## src/rtl/arc_cu_pkg.sv

```systemverilog
// Shared types and constants for the ARC control unit: state encoding,
// special register addresses, ALU operation codes and opcode fields.
package arc_cu_pkg;

    typedef enum logic [4:0] {
        S_RESET,
        S_FETCH,
        S_DECODE,
        S_ALU,
        S_SETHI,
        S_LDA,
        S_STA,
        S_LDW,
        S_STW,
        S_BR,
        S_BR2,
        S_CALL1,
        S_CALL2,
        S_CALL3,
        S_JMP1,
        S_JMP2,
        S_JMP3,
        S_PCINC,
        S_HALT
    } state_t;

    localparam logic [5:0] REG_R0    = 6'd0;
    localparam logic [5:0] REG_R15   = 6'd15;
    localparam logic [5:0] REG_PC    = 6'd32;
    localparam logic [5:0] REG_TEMP0 = 6'd33;
    localparam logic [5:0] REG_IR    = 6'd37;

    localparam logic [3:0] ALU_ANDCC    = 4'h0;
    localparam logic [3:0] ALU_ORCC     = 4'h1;
    localparam logic [3:0] ALU_ORNCC    = 4'h2;
    localparam logic [3:0] ALU_ADDCC    = 4'h3;
    localparam logic [3:0] ALU_SRL      = 4'h4;
    localparam logic [3:0] ALU_AND      = 4'h5;
    localparam logic [3:0] ALU_OR       = 4'h6;
    localparam logic [3:0] ALU_ORN      = 4'h7;
    localparam logic [3:0] ALU_ADD      = 4'h8;
    localparam logic [3:0] ALU_LSHIFT2  = 4'h9;
    localparam logic [3:0] ALU_LSHIFT10 = 4'hA;
    localparam logic [3:0] ALU_DISP30   = 4'hB;
    localparam logic [3:0] ALU_DISP22   = 4'hC;
    localparam logic [3:0] ALU_INC      = 4'hD;
    localparam logic [3:0] ALU_INCPC    = 4'hE;
    localparam logic [3:0] ALU_RSHIFT5  = 4'hF;

    localparam logic [1:0] OP_FMT2  = 2'b00;
    localparam logic [1:0] OP_CALL  = 2'b01;
    localparam logic [1:0] OP_ARITH = 2'b10;
    localparam logic [1:0] OP_MEM   = 2'b11;

    localparam logic [2:0] OP2_SETHI = 3'b100;
    localparam logic [2:0] OP2_BR    = 3'b010;

    localparam logic [5:0] OP3_ADDCC = 6'b010000;
    localparam logic [5:0] OP3_ANDCC = 6'b010001;
    localparam logic [5:0] OP3_ORCC  = 6'b010010;
    localparam logic [5:0] OP3_ORNCC = 6'b010110;
    localparam logic [5:0] OP3_SRL   = 6'b100110;
    localparam logic [5:0] OP3_JMPL  = 6'b111000;
    localparam logic [5:0] OP3_LD    = 6'b000000;
    localparam logic [5:0] OP3_ST    = 6'b000100;

endpackage

```

## src/rtl/arc_cu_decoder.sv

```systemverilog
// Combinational instruction classifier: maps the decoded opcode to the first
// execute state of the instruction and, for arithmetic ops, the ALU code.
module arc_cu_decoder
    import arc_cu_pkg::*;
(
    input  logic [7:0] decodeOp_i,
    output state_t     nextState_o,
    output logic [3:0] aluOp_o
);

    logic [1:0] op;
    logic [2:0] op2;
    logic [5:0] op3;

    assign op  = decodeOp_i[7:6];
    assign op2 = decodeOp_i[5:3];
    assign op3 = decodeOp_i[5:0];

    // Unknown encodings fall through to HALT.
    always_comb begin
        nextState_o = S_HALT;
        aluOp_o     = ALU_AND;
        if (op != OP_FMT2 && op != OP_CALL && op3 == OP3_JMPL) begin
            nextState_o = S_JMP1;
        end else begin
            case (op)
                OP_FMT2: begin
                    if (op2 == OP2_SETHI)   nextState_o = S_SETHI;
                    else if (op2 == OP2_BR) nextState_o = S_BR;
                end
                OP_CALL: nextState_o = S_CALL1;
                OP_ARITH: begin
                    case (op3)
                        OP3_ADDCC: begin nextState_o = S_ALU; aluOp_o = ALU_ADDCC; end
                        OP3_ANDCC: begin nextState_o = S_ALU; aluOp_o = ALU_ANDCC; end
                        OP3_ORCC:  begin nextState_o = S_ALU; aluOp_o = ALU_ORCC;  end
                        OP3_ORNCC: begin nextState_o = S_ALU; aluOp_o = ALU_ORNCC; end
                        OP3_SRL:   begin nextState_o = S_ALU; aluOp_o = ALU_SRL;   end
                        default:   nextState_o = S_HALT;
                    endcase
                end
                default: begin
                    if (op3 == OP3_LD)      nextState_o = S_LDA;
                    else if (op3 == OP3_ST) nextState_o = S_STA;
                end
            endcase
        end
    end

endmodule

```

## src/rtl/arc_control_unit.sv

```systemverilog
// Hardwired fetch/decode/execute sequencer for the 32-bit ARC datapath.
// Optional instruction counter enabled by defining ARC_CU_INSTRCOUNT_EN.
module arc_control_unit
    import arc_cu_pkg::*;
#(
    parameter int DATAWIDTH_DIRECTION     = 6,
    parameter int DATAWIDTH_DECODEROP     = 8,
    parameter int DATAWIDTH_ALU_SELECTION = 4
)
(
    input  logic                               CU_CLOCK_50,
    input  logic                               CU_ResetInHigh_In,
    input  logic [DATAWIDTH_DECODEROP-1:0]     CU_DecodeOP_InBus,
    input  logic                               CU_ConditionCode_In,
    input  logic                               CU_MemAck_In,
    output logic [DATAWIDTH_DIRECTION-1:0]     CU_DirA_OutBus,
    output logic [DATAWIDTH_DIRECTION-1:0]     CU_DirB_OutBus,
    output logic [DATAWIDTH_DIRECTION-1:0]     CU_DirC_OutBus,
    output logic                               CU_SelectA_Out,
    output logic                               CU_SelectB_Out,
    output logic                               CU_SelectC_Out,
    output logic                               CU_RdAsB_Out,
    output logic [DATAWIDTH_ALU_SELECTION-1:0] CU_ALUOperation_OutBus,
    output logic                               CU_RD_Out,
    output logic                               CU_MemRead_Out,
    output logic                               CU_MemWrite_Out,
    output logic                               CU_Halt_Out
`ifdef ARC_CU_INSTRCOUNT_EN
    ,
    output logic [31:0]                        CU_InstrCount_OutBus
`endif
);

    state_t     state_q, state_d;
    state_t     decNext;
    logic [3:0] decAlu;
    logic [3:0] aluOp_q;

    arc_cu_decoder u_decoder (
        .decodeOp_i  (CU_DecodeOP_InBus),
        .nextState_o (decNext),
        .aluOp_o     (decAlu)
    );

    // ALU code is captured in DECODE so the ALU state is purely state-driven.
    always_ff @(posedge CU_CLOCK_50) begin
        if (CU_ResetInHigh_In) begin
            state_q <= S_RESET;
            aluOp_q <= ALU_AND;
        end else begin
            state_q <= state_d;
            if (state_q == S_DECODE) aluOp_q <= decAlu;
        end
    end

    always_comb begin
        state_d = state_q;
        case (state_q)
            S_RESET:  state_d = S_FETCH;
            S_FETCH:  state_d = CU_MemAck_In ? S_DECODE : S_FETCH;
            S_DECODE: state_d = decNext;
            S_ALU:    state_d = S_PCINC;
            S_SETHI:  state_d = S_PCINC;
            S_LDA:    state_d = S_LDW;
            S_STA:    state_d = S_STW;
            S_LDW:    state_d = CU_MemAck_In ? S_PCINC : S_LDW;
            S_STW:    state_d = CU_MemAck_In ? S_PCINC : S_STW;
            S_BR:     state_d = CU_ConditionCode_In ? S_BR2 : S_PCINC;
            S_BR2:    state_d = S_FETCH;
            S_CALL1:  state_d = S_CALL2;
            S_CALL2:  state_d = S_CALL3;
            S_CALL3:  state_d = S_FETCH;
            S_JMP1:   state_d = S_JMP2;
            S_JMP2:   state_d = S_JMP3;
            S_JMP3:   state_d = S_FETCH;
            S_PCINC:  state_d = S_FETCH;
            default:  state_d = S_HALT;
        endcase
    end

    // In wait states the write target is only exposed on the ack cycle.
    always_comb begin
        CU_DirA_OutBus         = REG_R0;
        CU_DirB_OutBus         = REG_R0;
        CU_DirC_OutBus         = REG_R0;
        CU_SelectA_Out         = 1'b1;
        CU_SelectB_Out         = 1'b1;
        CU_SelectC_Out         = 1'b1;
        CU_RdAsB_Out           = 1'b0;
        CU_ALUOperation_OutBus = ALU_AND;
        CU_RD_Out              = 1'b0;
        CU_MemRead_Out         = 1'b0;
        CU_MemWrite_Out        = 1'b0;
        CU_Halt_Out            = 1'b0;
        case (state_q)
            S_FETCH: begin
                CU_DirA_OutBus = REG_PC;
                CU_MemRead_Out = 1'b1;
                CU_RD_Out      = 1'b1;
                CU_DirC_OutBus = CU_MemAck_In ? REG_IR : REG_R0;
            end
            S_ALU: begin
                CU_SelectA_Out         = 1'b0;
                CU_SelectB_Out         = 1'b0;
                CU_SelectC_Out         = 1'b0;
                CU_ALUOperation_OutBus = aluOp_q;
            end
            S_SETHI: begin
                CU_SelectC_Out         = 1'b0;
                CU_ALUOperation_OutBus = ALU_LSHIFT10;
            end
            S_LDA, S_STA, S_JMP1: begin
                CU_SelectA_Out         = 1'b0;
                CU_SelectB_Out         = 1'b0;
                CU_DirC_OutBus         = REG_TEMP0;
                CU_ALUOperation_OutBus = ALU_ADD;
            end
            S_LDW: begin
                CU_DirA_OutBus = REG_TEMP0;
                CU_MemRead_Out = 1'b1;
                CU_RD_Out      = 1'b1;
                CU_SelectC_Out = ~CU_MemAck_In;
            end
            S_STW: begin
                CU_DirA_OutBus  = REG_TEMP0;
                CU_RdAsB_Out    = 1'b1;
                CU_MemWrite_Out = 1'b1;
            end
            S_BR: begin
                CU_DirC_OutBus         = REG_TEMP0;
                CU_ALUOperation_OutBus = ALU_DISP22;
            end
            S_BR2, S_CALL3: begin
                CU_DirA_OutBus         = REG_PC;
                CU_DirB_OutBus         = REG_TEMP0;
                CU_DirC_OutBus         = REG_PC;
                CU_ALUOperation_OutBus = ALU_ADD;
            end
            S_CALL1: begin
                CU_DirA_OutBus         = REG_PC;
                CU_DirC_OutBus         = REG_R15;
                CU_ALUOperation_OutBus = ALU_OR;
            end
            S_CALL2: begin
                CU_DirC_OutBus         = REG_TEMP0;
                CU_ALUOperation_OutBus = ALU_DISP30;
            end
            S_JMP2: begin
                CU_DirA_OutBus         = REG_PC;
                CU_SelectC_Out         = 1'b0;
                CU_ALUOperation_OutBus = ALU_OR;
            end
            S_JMP3: begin
                CU_DirA_OutBus         = REG_TEMP0;
                CU_DirC_OutBus         = REG_PC;
                CU_ALUOperation_OutBus = ALU_OR;
            end
            S_PCINC: begin
                CU_DirA_OutBus         = REG_PC;
                CU_DirC_OutBus         = REG_PC;
                CU_ALUOperation_OutBus = ALU_INCPC;
            end
            S_HALT: CU_Halt_Out = 1'b1;
            default: ;
        endcase
    end

`ifdef ARC_CU_INSTRCOUNT_EN
    logic [31:0] instrCount_q, instrCount_d;

    // Counts retired instructions: every new fetch except the first after reset.
    always_comb begin
        instrCount_d = instrCount_q;
        if (state_d == S_FETCH && state_q != S_FETCH && state_q != S_RESET)
            instrCount_d = instrCount_q + 32'd1;
    end

    always_ff @(posedge CU_CLOCK_50) begin
        if (CU_ResetInHigh_In) instrCount_q <= 32'd0;
        else                   instrCount_q <= instrCount_d;
    end

    assign CU_InstrCount_OutBus = instrCount_q;
`endif

endmodule

```

## config.mk

```make
export PLATFORM = sky130hd
export DESIGN_NAME = arc_control_unit
export DESIGN_NICKNAME = d
export VERILOG_FILES = /design/src/rtl/arc_cu_pkg.sv /design/src/rtl/arc_cu_decoder.sv /design/src/rtl/arc_control_unit.sv
export SDC_FILE = /design/constraint.sdc
export NUM_CORES = 1
export LEC_CHECK = 0
export ABC_AREA = 1
export BUFFER_PORTS_ARGS = -buffer_cell sky130_fd_sc_hd__buf_2
export CAP_MARGIN = 5
export CORE_MARGIN = 3
export CORE_UTILIZATION = 54
export DETAILED_ROUTE_END_ITERATION = 8
export PLACE_DENSITY = 0.9
export RECOVER_POWER = 50
export SETUP_SLACK_MARGIN = 0.5
export SLEW_MARGIN = 20
export SYNTH_ARGS = -nofsm -noshare
export SYNTH_HDL_FRONTEND = slang
export SYNTH_SLANG_ARGS = --single-unit
```

## constraint.sdc

```tcl
create_clock -name CU_CLOCK_50 -period 1.9 [get_ports CU_CLOCK_50]
set_input_delay 0.095 -clock CU_CLOCK_50 [delete_from_list [all_inputs] [get_ports CU_CLOCK_50]]
set_output_delay 0.095 -clock CU_CLOCK_50 [all_outputs]
set_load 0.005 [all_outputs]
```

==> results of run 1 <==
[layer usage]
layer / overflow / track usage [%]
met2: 33 / 95.5
met3: 1 / 51.0
met4: 29 / 95.7
met5: 0 / 0
met1: 1 / 71.0
[per-stage QoR]
stage / cells / area [µm²] / setup WS [ps]
after global placement: 282 / 1340 / 287
after detailed placement: 282 / 1340 / 260
after floorplan: 238 / 1260 / 576
after CTS: 305 / 1690 / 267
[kinds of logic after synthesis]
group           after synthesis  share of synthesized area [%]
compound gates               21                           9.39
fa+ha+maj                     4                           4.08
buf+inv                      51                           20.3
flops                         8                           13.1
other cells                   1                          0.306
simple gates                145                           52.9
[cell usage after synthesis (all sizes together)]
library cell / instances / area share, %
conb: 1 / 0.31
o21ai: 10 / 4.4
nor2: 44 / 15
o211ai: 1 / 0.61
dfxtp: 8 / 13
nand3: 32 / 13
or3: 1 / 0.51
inv: 34 / 10
buf: 16 / 9.6
ha: 4 / 4.1
nor3b: 1 / 0.61
o2111ai: 1 / 0.71
nand3b: 2 / 1.2
clkinv: 1 / 0.31
nand2: 55 / 17
a21oi: 9 / 3.7
nor3: 7 / 3.8
nand4: 3 / 1.5
[timing repair]
action | 4_1_cts
endpoints found under the setup margin | 27
pin swaps | 12
gates resized for setup | 54
buffers inserted | 20
==> impl_metrics.json, run 1 <==
{
  "run_status": "stopped before the end",
  "die_w_um": 53.7,
  "place_congestion": 1.01,
  "syn_inst": 230,
  "error_line": "[ERROR GRT-0232] Routing congestion too high. Check the congestion heatmap in the GUI.",
  "clock_path_buffers": 2,
  "yosys_warnings": 0,
  "fp.dieH_um": 53.7,
  "cts.sinks": 8,
  "synth_cell_types": 27,
  "io_buffer_count": 32,
  "hold_buffers": 0,
  "grt_use_total_pct": 75.1,
  "h-tree-depth": 1,
  "avgSynthCellArea_um2": 5.33,
  "ys_seq_area_share_pct": 13.1,
  "endpoint_type": "top-level output",
  "fp-row-count": 16,
  "grt_overflow": 64,
  "worstEndpointGrtRepair": "CU_ALUOperation_OutBus[0]",
  "start_util_pct": 59.5,
  "netlist_area_mm2": 0.00123,
  "ios": 42,
  "cts_root_buffer": "clkbuf_4",
  "grt_max_degree": 10,
  "synth-seq-cells": 8,
  "cts_buffers": 3,
  "hpwl_mm": 2.71,
  "haltStage": "global routing"
}
==> inputs of run 2 (changes only) <==
- CORE_AREA: default -> 3 3 64 66
- CORE_MARGIN: 3 -> default
- CORE_UTILIZATION: 54 -> default
- DIE_AREA: default -> 0 0 67 69
- PLACE_DENSITY: 0.9 -> default
- PLACE_DENSITY_LB_ADDON: default -> 0.15
- SETUP_SLACK_MARGIN: 0.5 -> default
==> impl_metrics.json, run 2 <==
{
  "run_status": "finished clean",
  "yosys-top-cells-count": "nand2_1, nor2_1, nand3_1",
  "grt_pass1_wl_mm": 5.55,
  "yosys.area.top_type": "nand2_1",
  "antenna_found_initial": 0,
  "cts_buffers": 3,
  "hold_buffers": 0,
  "final_cell_area_mm2": 0.00140,
  "slew_viol_final": 0,
  "final.period_utilization_pct": 92.5,
  "post_cts_resized": 0,
  "ir_drop_mv": 0.234,
  "dp_cells": 303,
  "critPathCaptureType": "output pin",
  "grt_use_total_pct": 14.9,
  "place_congestion": 0.925,
  "post_cts_buffers": 0,
  "netlist_area_mm2": 0.00123,
  "fin_crit_ps": 1760,
  "layout_commonest_cell": "nand2_1",
  "ios": 42,
  "p_leak_uw": 0.000807,
  "hp-class": "input port to register",
  "startpoint_type": "register",
  "h-tree-depth": 1,
  "largest-register": "state_q",
  "cp.arrival_ps": 1660,
  "ys_seq_area_share_pct": 13.1,
  "io_buffer_count": 32,
  "synth_top_area_share_pct": 16.5,
  "hold_viol": 0,
  "grt_overflow": 0,
  "path_clk_slew_ps": 40,
  "fp.coreArea_mm2": 0.00363,
  "crit_type": "register to output pin",
  "worstPathRequired_ps": 1800,
  "cap_violations": 0,
  "die_w_um": 67,
  "start_util_pct": 33.7,
  "hpwl_mm": 2.89,
  "fp-row-count": 22,
  "clock_path_buffers": 2,
  "setup_ws_ps": 143,
  "synth_edf_count": 0,
  "cts.sinks": 8,
  "largest_reg_flops": 5,
  "synth_area_leaders": "nand2_1, dfxtp_1, nand3_1",
  "dr_total_vias": 1438,
  "dr.first_iter.drc_count": 77,
  "worstPathMaxFanout": 4,
  "tritoncts": "done",
  "clock.fmax_mhz": 569,
  "totalWireLength_mm": 3.30,
  "nets": 276,
  "setup_violations": 0,
  "top_regs": "state_q (5), aluOp_q (3)",
  "synth_cell_types": 27,
  "worstSkewPairLatency_ps": 230,
  "finClkSkew_ps": 1.78,
  "slew_headroom_pct": 61.2,
  "yosys_warnings": 0,
  "postSynth.asyncResetShare_pct": 0,
  "dpl_cell_area_mm2": 0.00137,
  "postRouteAntennaNets": 0,
  "viasPerCell": 4.70,
  "wl_per_cell_um": 10.8,
  "drc_errors": 0,
  "tns_ps": 0,
  "synth_most_common_cell": "nand2_1",
  "synth-seq-cells": 8,
  "dr.pass1.iters": 4,
  "grt_max_degree": 12,
  "ys.flop_type": "dfxtp_1",
  "power.density_mw_per_mm2": 889,
  "drive_gt1_share_pct": 20.9,
  "cts_root_buffer": "clkbuf_8",
  "layout.cells.non_filler": 306,
  "die_area_mm2": 0.00462,
  "avgSynthCellArea_um2": 5.33,
  "worst_slew_pin_slew_ps": 580,
  "fp.dieH_um": 69,
  "grt_pass1_vias": 1318,
  "diodes": 0,
  "rsz0062_at_grt": "no",
  "syn_inst": 230,
  "dp_slack_ps": 374,
  "syn2layout_area_growth_pct": 14.5,
  "layout_common_cells": "nand2_1, nor2_1, nand3_1"
}
[run 2: cell type report]
type	count	area, µm²
Sequential cell	8	160
Multi-Input combinational cell	179	846
Tap cell	48	60.1
Clock buffer	3	41.3
Inverter	35	131
Timing Repair Buffer	33	165
Fill cell	449	2230
[run 2: cell families after synthesis]
family                   count (synthesis)  share of synthesized area (%)
AND/OR/NAND/NOR                        145                           52.9
buffers and inverters                   51                           20.3
AO/OA/AOI/OAI                           21                           9.39
flip-flops                               8                           13.1
adder cells (fa/ha/maj)                  4                           4.08
other                                    1                          0.306
[run 2: worst max-delay path, stage by stage, from the launching register on]
cell     delay, ps
dfxtp_1        430
inv_2           80
nand2_1        120
inv_2           70
nand2_2        100
nand2_1         90
inv_2           70
o21ai_2         50
or3_1          290
buf_2          130
[run 2: path summary, 6_finish.rpt]
| kind | endpoint | slack [ps] | start | cells after the start |
|---|---|---|---|---|
| setup / recovery | CU_DirA_OutBus[5] | 140 | state_q[3] | 9 |
| hold / removal | state_q[2] | 130 | CU_ResetInHigh_In | 2 |
| setup reg to reg | state_q[4] | 230 | state_q[2] | 7 |
| hold reg to reg | aluOp_q[0] | 470 | aluOp_q[0] | 2 |
[run 2: report_power, final]
part	switching, µW	leakage (µW)	total, µW	internal (µW)
clock network	64.7	0.0000216	202	137
registers	43.1	0.0000657	260	217
logic	487	0.000719	787	300
[run 2: through the flow]
| stage | utilization (%) | total power, µW | hold slack [ps] |
|---|---|---|---|
| 3_3_place_gp | 37.6 | 1070 | 373 |
| 2_1_floorplan | - | 847 | 164 |
| 3_5_place_dp | 37.6 | 1060 | 365 |
| 4_1_cts | 38.7 | 1270 | 131 |
| 6_report | 38.6 | 1250 | 133 |
| 5_1_grt | 38.6 | 1390 | 153 |
[run 2: layer usage]
layer  track usage [%]  wire, µm
met1              18.4      1450
met2              25.2      1620
met3              1.14       131
met4              7.43       102
met5                 0         0
No activity file was read; power rests on OpenSTA's default activity.
